`src/rtl/instr_encoder_pkg.sv`:
```
// Shared MIPS-subset encoding constants: mnemonic kinds, opcodes, funct codes.
// Used by the instruction encoder and by the main decoder.
package instr_encoder_pkg;

    typedef enum logic [3:0] {
        KIND_ADD = 4'd0,
        KIND_SUB = 4'd1,
        KIND_ORI = 4'd2,
        KIND_LW  = 4'd3,
        KIND_SW  = 4'd4,
        KIND_BEQ = 4'd5,
        KIND_LUI = 4'd6,
        KIND_JAL = 4'd7,
        KIND_JR  = 4'd8
    } kind_e;

    localparam logic [5:0] OP_RTYPE = 6'h00;
    localparam logic [5:0] OP_ORI   = 6'h0D;
    localparam logic [5:0] OP_LW    = 6'h23;
    localparam logic [5:0] OP_SW    = 6'h2B;
    localparam logic [5:0] OP_BEQ   = 6'h04;
    localparam logic [5:0] OP_LUI   = 6'h0F;
    localparam logic [5:0] OP_JAL   = 6'h03;

    localparam logic [5:0] FN_ADD   = 6'h20;
    localparam logic [5:0] FN_SUB   = 6'h22;
    localparam logic [5:0] FN_JR    = 6'h08;

    // Codes above KIND_JR have no encoding.
    function automatic logic kind_legal(input logic [3:0] k);
        return k <= KIND_JR;
    endfunction

endpackage

```
`src/rtl/instr_encoder_if.sv`:
```
// Request/response bundle of the instruction encoder.
// master = request producer / word consumer, slave = the encoder.
interface instr_encoder_if #(
    parameter int DEPTH = 4
) ();
    localparam int CW = $clog2(DEPTH) + 1;

    logic          in_valid;
    logic          in_ready;
    logic [3:0]    in_kind;
    logic [4:0]    in_rs;
    logic [4:0]    in_rt;
    logic [4:0]    in_rd;
    logic [25:0]   in_imm;
    logic          out_valid;
    logic          out_ready;
    logic [31:0]   out_instr;
    logic [31:0]   out_addr;
    logic [CW-1:0] count;
    logic          err;
    logic          err_clr;

    modport master (
        output in_valid, in_kind, in_rs, in_rt, in_rd, in_imm, out_ready, err_clr,
        input  in_ready, out_valid, out_instr, out_addr, count, err
    );

    modport slave (
        input  in_valid, in_kind, in_rs, in_rt, in_rd, in_imm, out_ready, err_clr,
        output in_ready, out_valid, out_instr, out_addr, count, err
    );
endinterface

```
`src/rtl/instr_encoder_enc_fifo.sv`:
```
// Small synchronous FIFO with occupancy count. Head reads as zero when empty.
module enc_fifo #(
    parameter int DEPTH = 4,
    parameter int WIDTH = 32,
    localparam int AW = $clog2(DEPTH),
    localparam int CW = AW + 1
) (
    input  logic             clk,
    input  logic             reset,
    input  logic             i_push,
    input  logic             i_pop,
    input  logic [WIDTH-1:0] i_din,
    output logic [WIDTH-1:0] o_dout,
    output logic [CW-1:0]    o_count,
    output logic             o_empty
);
    localparam logic [CW-1:0] FULL_CNT = CW'(DEPTH);

    logic [WIDTH-1:0] r_mem [DEPTH];
    logic [AW-1:0]    r_wr;
    logic [AW-1:0]    r_rd;
    logic [CW-1:0]    r_count;
    logic             w_do_push;
    logic             w_do_pop;

    assign o_empty   = (r_count == '0);
    // A full FIFO refuses pushes even on a simultaneous pop (no pass-through).
    assign w_do_push = i_push && (r_count != FULL_CNT);
    assign w_do_pop  = i_pop && !o_empty;
    assign o_dout    = o_empty ? '0 : r_mem[r_rd];
    assign o_count   = r_count;

    // Storage array; contents need no reset since count gates visibility.
    always_ff @(posedge clk) begin
        if (w_do_push) r_mem[r_wr] <= i_din;
    end

    // Pointers and occupancy; power-of-two depth lets pointers wrap freely.
    always_ff @(posedge clk or negedge reset) begin
        if (!reset) begin
            r_wr    <= '0;
            r_rd    <= '0;
            r_count <= '0;
        end else begin
            if (w_do_push) r_wr <= r_wr + AW'(1);
            if (w_do_pop)  r_rd <= r_rd + AW'(1);
            case ({w_do_push, w_do_pop})
                2'b10:   r_count <= r_count + CW'(1);
                2'b01:   r_count <= r_count - CW'(1);
                default: r_count <= r_count;
            endcase
        end
    end
endmodule

```
`src/rtl/instr_encoder.sv`:
```
// MIPS-subset instruction encoder: encodes accepted requests into 32-bit words,
// queues them, and pairs each emitted word with its instruction byte address.
module instr_encoder
    import instr_encoder_pkg::*;
#(
    parameter int          DEPTH     = 4,
    parameter logic [31:0] ADDR_BASE = 32'h0000_3000,
    localparam int         CW        = $clog2(DEPTH) + 1
) (
    input  logic          clk,
    input  logic          reset,
    instr_encoder_if.slave bus
);
    localparam logic [CW-1:0] FULL_CNT = CW'(DEPTH);

    logic [31:0]   w_instr;
    logic [CW-1:0] w_count;
    logic          w_empty;
    logic          w_accept;
    logic          w_legal;
    logic          w_push;
    logic          w_pop;
    logic [31:0]   r_addr;
    logic          r_err;

    assign bus.in_ready  = (w_count != FULL_CNT);
    assign w_accept      = bus.in_valid && bus.in_ready;
    assign w_legal       = kind_legal(bus.in_kind);
    assign w_push        = w_accept && w_legal;
    assign w_pop         = bus.out_ready && !w_empty;
    assign bus.out_valid = !w_empty;
    assign bus.count     = w_count;
    assign bus.out_addr  = r_addr;
    assign bus.err       = r_err;

    // Field packing per mnemonic; jr zeroes rt/rd, lui zeroes rs.
    always_comb begin
        w_instr = '0;
        case (bus.in_kind)
            KIND_ADD: w_instr = {OP_RTYPE, bus.in_rs, bus.in_rt, bus.in_rd, 5'b0, FN_ADD};
            KIND_SUB: w_instr = {OP_RTYPE, bus.in_rs, bus.in_rt, bus.in_rd, 5'b0, FN_SUB};
            KIND_ORI: w_instr = {OP_ORI, bus.in_rs, bus.in_rt, bus.in_imm[15:0]};
            KIND_LW:  w_instr = {OP_LW,  bus.in_rs, bus.in_rt, bus.in_imm[15:0]};
            KIND_SW:  w_instr = {OP_SW,  bus.in_rs, bus.in_rt, bus.in_imm[15:0]};
            KIND_BEQ: w_instr = {OP_BEQ, bus.in_rs, bus.in_rt, bus.in_imm[15:0]};
            KIND_LUI: w_instr = {OP_LUI, 5'b0, bus.in_rt, bus.in_imm[15:0]};
            KIND_JAL: w_instr = {OP_JAL, bus.in_imm};
            KIND_JR:  w_instr = {OP_RTYPE, bus.in_rs, 5'b0, 5'b0, 5'b0, FN_JR};
            default:  w_instr = '0;
        endcase
    end

    enc_fifo #(
        .DEPTH (DEPTH),
        .WIDTH (32)
    ) u_fifo (
        .clk     (clk),
        .reset   (reset),
        .i_push  (w_push),
        .i_pop   (w_pop),
        .i_din   (w_instr),
        .o_dout  (bus.out_instr),
        .o_count (w_count),
        .o_empty (w_empty)
    );

    // Address of the head word; advances only on a real output handshake.
    always_ff @(posedge clk or negedge reset) begin
        if (!reset) r_addr <= ADDR_BASE;
        else if (w_pop) r_addr <= r_addr + 32'd4;
    end

    // Sticky illegal-kind flag; a new illegal acceptance beats err_clr.
    always_ff @(posedge clk or negedge reset) begin
        if (!reset) r_err <= 1'b0;
        else if (w_accept && !w_legal) r_err <= 1'b1;
        else if (bus.err_clr) r_err <= 1'b0;
    end
endmodule

```
`src/flat_wrapper.sv`:
```
// flat-port wrapper written by rule: the top's interface ports become plain ports
module instr_encoder_flat import instr_encoder_pkg::*;
#(
    parameter int          DEPTH     = 4,
    parameter logic [31:0] ADDR_BASE = 32'h0000_3000,
    localparam int         CW        = $clog2(DEPTH) + 1
)
  (clk, reset, bus_in_valid, bus_in_kind, bus_in_rs, bus_in_rt, bus_in_rd, bus_in_imm, bus_out_ready, bus_err_clr, bus_in_ready, bus_out_valid, bus_out_instr, bus_out_addr, bus_count, bus_err);
  instr_encoder_if #(.DEPTH(DEPTH)) bus_i ();
  input  logic clk;
  input  logic reset;
  input wire logic [$bits(bus_i.in_valid)-1:0] bus_in_valid;
  input wire logic [$bits(bus_i.in_kind)-1:0] bus_in_kind;
  input wire logic [$bits(bus_i.in_rs)-1:0] bus_in_rs;
  input wire logic [$bits(bus_i.in_rt)-1:0] bus_in_rt;
  input wire logic [$bits(bus_i.in_rd)-1:0] bus_in_rd;
  input wire logic [$bits(bus_i.in_imm)-1:0] bus_in_imm;
  input wire logic [$bits(bus_i.out_ready)-1:0] bus_out_ready;
  input wire logic [$bits(bus_i.err_clr)-1:0] bus_err_clr;
  output wire logic [$bits(bus_i.in_ready)-1:0] bus_in_ready;
  output wire logic [$bits(bus_i.out_valid)-1:0] bus_out_valid;
  output wire logic [$bits(bus_i.out_instr)-1:0] bus_out_instr;
  output wire logic [$bits(bus_i.out_addr)-1:0] bus_out_addr;
  output wire logic [$bits(bus_i.count)-1:0] bus_count;
  output wire logic [$bits(bus_i.err)-1:0] bus_err;
  assign bus_i.in_valid = bus_in_valid;
  assign bus_i.in_kind = bus_in_kind;
  assign bus_i.in_rs = bus_in_rs;
  assign bus_i.in_rt = bus_in_rt;
  assign bus_i.in_rd = bus_in_rd;
  assign bus_i.in_imm = bus_in_imm;
  assign bus_i.out_ready = bus_out_ready;
  assign bus_i.err_clr = bus_err_clr;
  assign bus_in_ready = bus_i.in_ready;
  assign bus_out_valid = bus_i.out_valid;
  assign bus_out_instr = bus_i.out_instr;
  assign bus_out_addr = bus_i.out_addr;
  assign bus_count = bus_i.count;
  assign bus_err = bus_i.err;
  instr_encoder #(.DEPTH(DEPTH), .ADDR_BASE(ADDR_BASE)) u_core (.clk(clk), .reset(reset), .bus(bus_i));
endmodule
```
`config.mk`:
```
export PLATFORM = sky130hd
export DESIGN_NAME = instr_encoder_flat
export DESIGN_NICKNAME = d
export VERILOG_FILES = /design/src/rtl/instr_encoder_pkg.sv /design/src/rtl/instr_encoder_if.sv /design/src/rtl/instr_encoder_enc_fifo.sv /design/src/rtl/instr_encoder.sv /design/src/flat_wrapper.sv
export SDC_FILE = /design/constraint.sdc
export NUM_CORES = 1
export LEC_CHECK = 0
export CAP_MARGIN = 20
export CORE_ASPECT_RATIO = 1.2
export CORE_MARGIN = 2
export CORE_UTILIZATION = 48
export DETAILED_ROUTE_END_ITERATION = 7
export GPL_ROUTABILITY_DRIVEN = 0
export HOLD_SLACK_MARGIN = 0.1
export PLACE_DENSITY = 0.87
export RECOVER_POWER = 25
export SETUP_SLACK_MARGIN = 0.1
export SYNTH_ARGS = -nofsm -noshare
export SYNTH_HDL_FRONTEND = slang
export SYNTH_SLANG_ARGS = --single-unit
```
`constraint.sdc`:
```
create_clock -name clk -period 2 [get_ports clk]
set_input_delay 0.4 -clock clk [delete_from_list [all_inputs] [get_ports clk]]
set_output_delay 0.4 -clock clk [all_outputs]
set_load 0.01 [all_outputs]
```
Word level (Yosys, flattened, before mapping). Memory sizes are Yosys's and may differ from the RTL's. Index checks and enable logic that the tools add are counted.

Add/sub/neg operators: 5. Multipliers: 0. Div/mod/pow operators: 0. Magnitude comparators: 1. Equal/unequal tests: 11. Shift-type cells: 0. Multiplexer cells: 7. Bitwise logic cells: 0. Reduce and logical (&&, ||, !) cells: 12.

Operators by type and width (number): $pmux W32 S9 (1); $add A32 B3 Y32 const B (1); $mux W32 (1); $eq A4 B3 Y1 const B (4); $eq A4 B2 Y1 const B (2); $logic_and A1 B1 Y1 (6); $pmux W3 S2 (1); $add A2 B1 Y2 const B (2); $eq A4 B1 Y1 const B (1); $eq A4 B4 Y1 const B (1); $le A4 B4 Y1 const B (1); $logic_not A4 Y1 (1); $mux W1 (4); $reduce_bool A2 Y1 (2); $add A3 B1 Y3 const B (1); $logic_not A3 Y1 (1); $ne A3 B3 Y1 const B (1); $sub A3 B1 Y3 const B (1); $eq A2 B1 Y1 const B (1); $eq A2 B2 Y1 const B (1); $logic_not A1 Y1 (2).

Flip-flop bits (word level): 40. Latch bits: 0. RAM bits: 128. Bits in read-only memories: 0. Output and inout port bits: 70. Logic and storage cells: 42. Memories kept: 1.

Memory list: u_core.u_fifo.r_mem (depth 4, bits a word 32, read ports 1, clocked after memory_dff 0, write ports 1, RTL line instr_encoder_enc_fifo.sv:19) `logic [WIDTH-1:0] r_mem [DEPTH];`.

Logic depth before layout (Yosys ltp).
Depth in word-level cells: 6. Depth in mapped cells: 13. Depth with buffers taken out: 10.

Hierarchy. From an unflattened synthesis, not the netlist that was laid out.

Cells, all modules: 446. Area total of the unflattened synthesis: 7159.4 um2.

Modules (own cells, without submodules): enc_fifo (instances 1, cells an instance 241, area each 5256.3 um2, seq. area each 4018.9 um2); instr_encoder (instances 1, cells an instance 205, area each 1903.1 um2, seq. area each 778.2 um2).

Worst setup path after synthesis. No wires, ideal clock.

Kind: input to register. Start point: input port bus_in_kind[1]. End point: memory u_core.u_fifo.r_mem[0][0], enable pin. Arrival: 2.090 ns. Setup slack: -0.481 ns. Stages on the path: 7. Buffers on the path: 3. Cell sequence: buf_4 > or2_1 > buf_2 > o21ai_2 > and3_1 > buf_4 > and2_1.

Cells in the longest elaborated chain, start to end: 5.

Ends and longest elaborated chain: start, declared (RTL line flat_wrapper.sv:13) `input wire logic [$bits(bus_i.in_kind)-1:0] bus_in_kind;`; $le A4 B4 Y1 (RTL line instr_encoder_pkg.sv:31) `return k <= KIND_JR;`; $logic_and A1 B1 Y1 (RTL line instr_encoder.sv:29) `assign w_push = w_accept && w_legal;`; $logic_and A1 B1 Y1 (RTL line instr_encoder_enc_fifo.sv:28) `assign w_do_push = i_push && (r_count != FULL_CNT);`; $mux W1 (RTL line instr_encoder_enc_fifo.sv:35) `if (w_do_push) r_mem[r_wr] <= i_din;`; $mux W1 (not written as such) (RTL line instr_encoder_enc_fifo.sv:35); end, declared (RTL line instr_encoder_enc_fifo.sv:19).

No other way between the ends.

Worst setup path in the final report.
Start point: register u_core.u_fifo.r_rd[0]. End point: output port bus_out_instr[11].

Cells in the longest elaborated chain, start to end: 2.

Ends and longest elaborated chain: start, declared (RTL line instr_encoder_enc_fifo.sv:21) `logic [AW-1:0] r_rd;`; start signal, assigned (RTL line instr_encoder_enc_fifo.sv:46) `if (w_do_pop) r_rd <= r_rd + AW'(1);`; $mem_v2 Z4 W32; $mux W32 (RTL line instr_encoder_enc_fifo.sv:30) `assign o_dout = o_empty ? '0 : r_mem[r_rd];`; end, declared (RTL line flat_wrapper.sv:22) `output wire logic [$bits(bus_i.out_instr)-1:0] bus_out_instr;`.

No other way between the ends.

==> reports/summary.md <==
The tools report the number of warning messages in the yosys log as 0. The number of failing setup endpoints in the final timing report was 236. The vertical extent of the die was 136 um.

The area share of the largest cell type after synthesis is 0.537. The checks that failed: setup timing. The H-tree was split into 4 levels. The floorplan step defined a die boundary enclosing 15400 um2. The layout has 892 filler cells. Half-perimeter wire length of the detailed placement result: 10800 um. Instance area after placement: 8660 um2. The most used standard cell by instance count after synthesis was edfxtp_1. The run gives 0 as the global-route congestion overflow total. The tools report the critical path capture point type as an output pin.

The logs give 437 for the synthesized netlist cell count and 3.68 nW for the static leakage. Summed over all layers, the routed wires come to 18200 um. The post-layout instance area was 9620 um2.

For this run, the leading register cell type out of synthesis is edfxtp_1. The hold path depth is 1. 120 I/O pins were placed. Counting along the longest clock path gives a buffer depth of 2. In this run the critical register-to-register path is launched from u_core.u_fifo.o_count[1]. For the final database, setup skew stands at 0.0102 ns. The first global-routing pass estimated 27100 um of wire.

Once detail routing completed, the nets flagged for antenna violations numbered 0. Buffers inserted to repair hold after CTS numbered 0. During placement, the flow inserted port buffers numbering 116.

For flop-to-flop paths, the worst setup slack is -0.29 ns. For the worst-skew pair later-pin latency, the log shows 0.43 ns. Summing all multi-input logic gate instances after layout gives 2250 um2. In the final routed layout, each cell accounts on average for 22.8 um. The first routing iteration left 389 violations. In this run the cell area of the synthesized design comes to 6930 um2. The share of the core filled with cells in the final layout is 0.676. The combined flip-flop and latch cell area was 4690 um2; the largest vdd supply drop was 539 uV. TritonCTS built the clock tree. Yosys mapped a number of flops with a built-in enable equal to 124.

Sequential-to-total area share from yosys stat: 0.675. The data required time of the critical path was 1.60 ns; the post-synthesis average cell area was 15.9 um2. The run gives 162 as the TritonCTS sink count.

Adding up every negative setup slack in the final design gives -35.28 ns. The worst setup path is of the reg2out kind. Terminus of the critical flop-to-flop path: u_core.u_fifo.o_count[2]. For the finished layout, the period the worst path requires is 2.39 ns. The transition time at the pin with the least slew margin was 0.957 ns. The run gives -0.387 ns as the smallest setup slack after layout.

In the routed design, unresolved DRC markers number 0. The region available for standard cell placement spans 14200 um2. For the number of antenna violations at the first check in global routing, the log shows 0.

Type of element launching the critical path: a flip-flop. The effective utilization at floorplan was 0.487. For the global-route usage over all layers, the log shows 0.241.

The floorplan has 48 rows. After the last flow step, the layout net total stands at 668. By count the netlist is led by edfxtp_1 (124), dfrtp_1 (36), nor2b_1 (33). The arrival time of data at the critical path endpoint was 1.99 ns.

Across the run, the number of max-cap violations was 0. The final hold violation count is 0, and the total instance count after detailed placement is 748. The post-detailed-route via-to-cell ratio works out to 5.78. The flow ran to the end, but the final reports show violations.

The library cell occupying the most area in the post-synthesis netlist is edfxtp_1. The clock slew seen by the registers of the worst setup and hold paths was 0.06 ns; the number of storage elements in the synthesis netlist was 162. The routed layout has 4610 vias. The startpoint identified for the worst hold timing path is u_core.bus.out_addr[31]. The worst register-to-register path has a depth of 10.

Counting distinct cell types in the post-synthesis netlist gives 39. The floorplan step set the die width to 114 um. Along the worst path, the maximum fanout reaches 5.

The relative slew slack is 0.362, and the share of flip-flops with an asynchronous set or reset is 0.235. The layout cell share with drive strength beyond 1 came out at 0.315. The total CTS buffers is 17. Setup repair after global routing could not meet its margin everywhere. Compared with the post-synthesis result, the final layout area differs by 38.8%. Ranked by total cell area, the synthesized netlist is headed by edfxtp_1 (54%), dfrtp_1 (13%), mux4_2 (10%).

Entering global routing, the biggest net connects 39 pins. The post-route non-filler standard cell count was 798; the diode insertion count for antenna repair was 0. The first-pass iteration count of the detailed router was 7. The share of the clock period used by the worst path after layout was 1.19. The total power divided by cell area came out at 1360 nW/um2.

Root buffer cell: clkbuf_16. The tools report the number of pins exceeding their max-slew limit in the final report as 0. Via count of the first global-routing pass: 4767. The timing-limited maximum frequency is 419 MHz. The worst hold path terminates at u_core.bus.out_addr[31]. The worst hold path belongs to the class reg2reg.
routing by layer:
metal,vias to the layer above,GRT usage,share of wire
li1,1977,-,-
met1,2344,0.279,0.36
met2,249,0.416,0.53
met3,40,0.0702,0.076
met4,0,0.106,0.031
met5,-,0,0
state kept, by name, summed over array words and instances, names as in the netlist:
name / count
u_core.u_fifo.r_rd: 2
u_core.u_fifo.o_count: 3
u_core.u_fifo.r_mem: 124
u_core.bus.err: 1
u_core.u_fifo.r_wr: 2
u_core.bus.out_addr: 30
layout make-up:
cell class	instances	share of cell area
clock buffers	19	0.0450
clock inverters	12	0.0213
inverters	11	0.00507
multi-input cells	245	0.233
flip-flops and latches	162	0.488
well taps	175	0.0228
repair buffers	174	0.185
logic make-up (layout without fill, tap and decap cells):
| group | count (synthesis) | count (layout) | share of synthesized area |
|---|---|---|---|
| AO/OA/AOI/OAI | 18 | 18 | 0.0199 |
| multiplexers | 39 | 39 | 0.112 |
| buffers and inverters | 32 | 216 | 0.0215 |
| other | 1 | 3 | 0.000541 |
| AND/OR/NAND/NOR | 142 | 142 | 0.112 |
| XOR/XNOR | 36 | 36 | 0.0455 |
| flip-flops | 162 | 162 | 0.675 |
| adder cells (fa/ha/maj) | 7 | 7 | 0.0137 |
how the worst max path moves through the flow:
stage	cells after the start	end	slack (ns)	from
global placement	11	u_core.u_fifo.o_count[2]	-0.40	bus_in_kind[2]
floorplan	13	u_core.u_fifo.o_count[2]	-0.15	bus_in_kind[2]
detailed placement	11	u_core.u_fifo.o_count[2]	-0.47	bus_in_kind[2]
CTS	7	bus_out_instr[10]	-0.46	u_core.u_fifo.r_rd[0]
finish	6	bus_out_instr[11]	-0.39	u_core.u_fifo.r_rd[0]
global route	6	bus_out_instr[11]	-0.42	u_core.u_fifo.r_rd[0]
repair_timing:
item                                    in CTS  in global routing
cloned                                       4                  1
endpoints found under the setup margin     165                 42
setup buffers                               13                  4
gates resized for setup                    166                 47
pin swaps                                    8                  3
worst max-delay path, cell delays in order (launching register included):
cell	delay [ns]
dfrtp_2	0.39
buf_12	0.11
buf_8	0.12
buf_16	0.14
mux4_2	0.51
nor2b_1	0.15
buf_2	0.14
cells in the final DEF, fill, tap and decap left out, types with 5 or more instances in the layout:
cell type and instances:
bufinv_16 5, buf_2 17, clkbuf_1 5, nand3_1 14, mux2i_1 7, a22o_1 6, mux4_2 31, ha_1 5
buf_4 27, dfrtp_1 25, nor3_1 6, inv_1 5, nor2b_1 18, nand4_1 11, nand2_1 29, buf_12 12
dfrtp_2 11, xnor2_1 29, nor2_1 19, nor2b_4 15, a21oi_1 7, buf_6 21, xor2_1 7, clkdlybuf4s50_1 74
clkbuf_16 18, edfxtp_1 124, and2_1 11, dlygate4sd2_1 7
report_power, final:
group | switching, W | internal, W | total [W] | leakage, nW
Clock | 0.00132 | 0.00222 | 0.00354 | 0.304
Combinational | 0.00222 | 0.00287 | 0.00509 | 1.75
Sequential | 0.000276 | 0.00413 | 0.00441 | 1.63
Total | 0.00382 | 0.00922 | 0.0130 | 3.68
per-stage QoR:
| stage | power, W | worst slack [ns] | hold slack (ns) |
|---|---|---|---|
| finish | 0.0130 | -0.387 | 0.477 |
| global route | 0.0135 | -0.416 | 0.493 |
| CTS | 0.0126 | -0.456 | 0.406 |
| detailed placement | 0.00871 | -0.471 | 0.464 |
| global placement | 0.00852 | -0.404 | 0.466 |
| floorplan | 0.00655 | -0.151 | 0.104 |
Note: power is estimated with default switching activity, not from simulation.
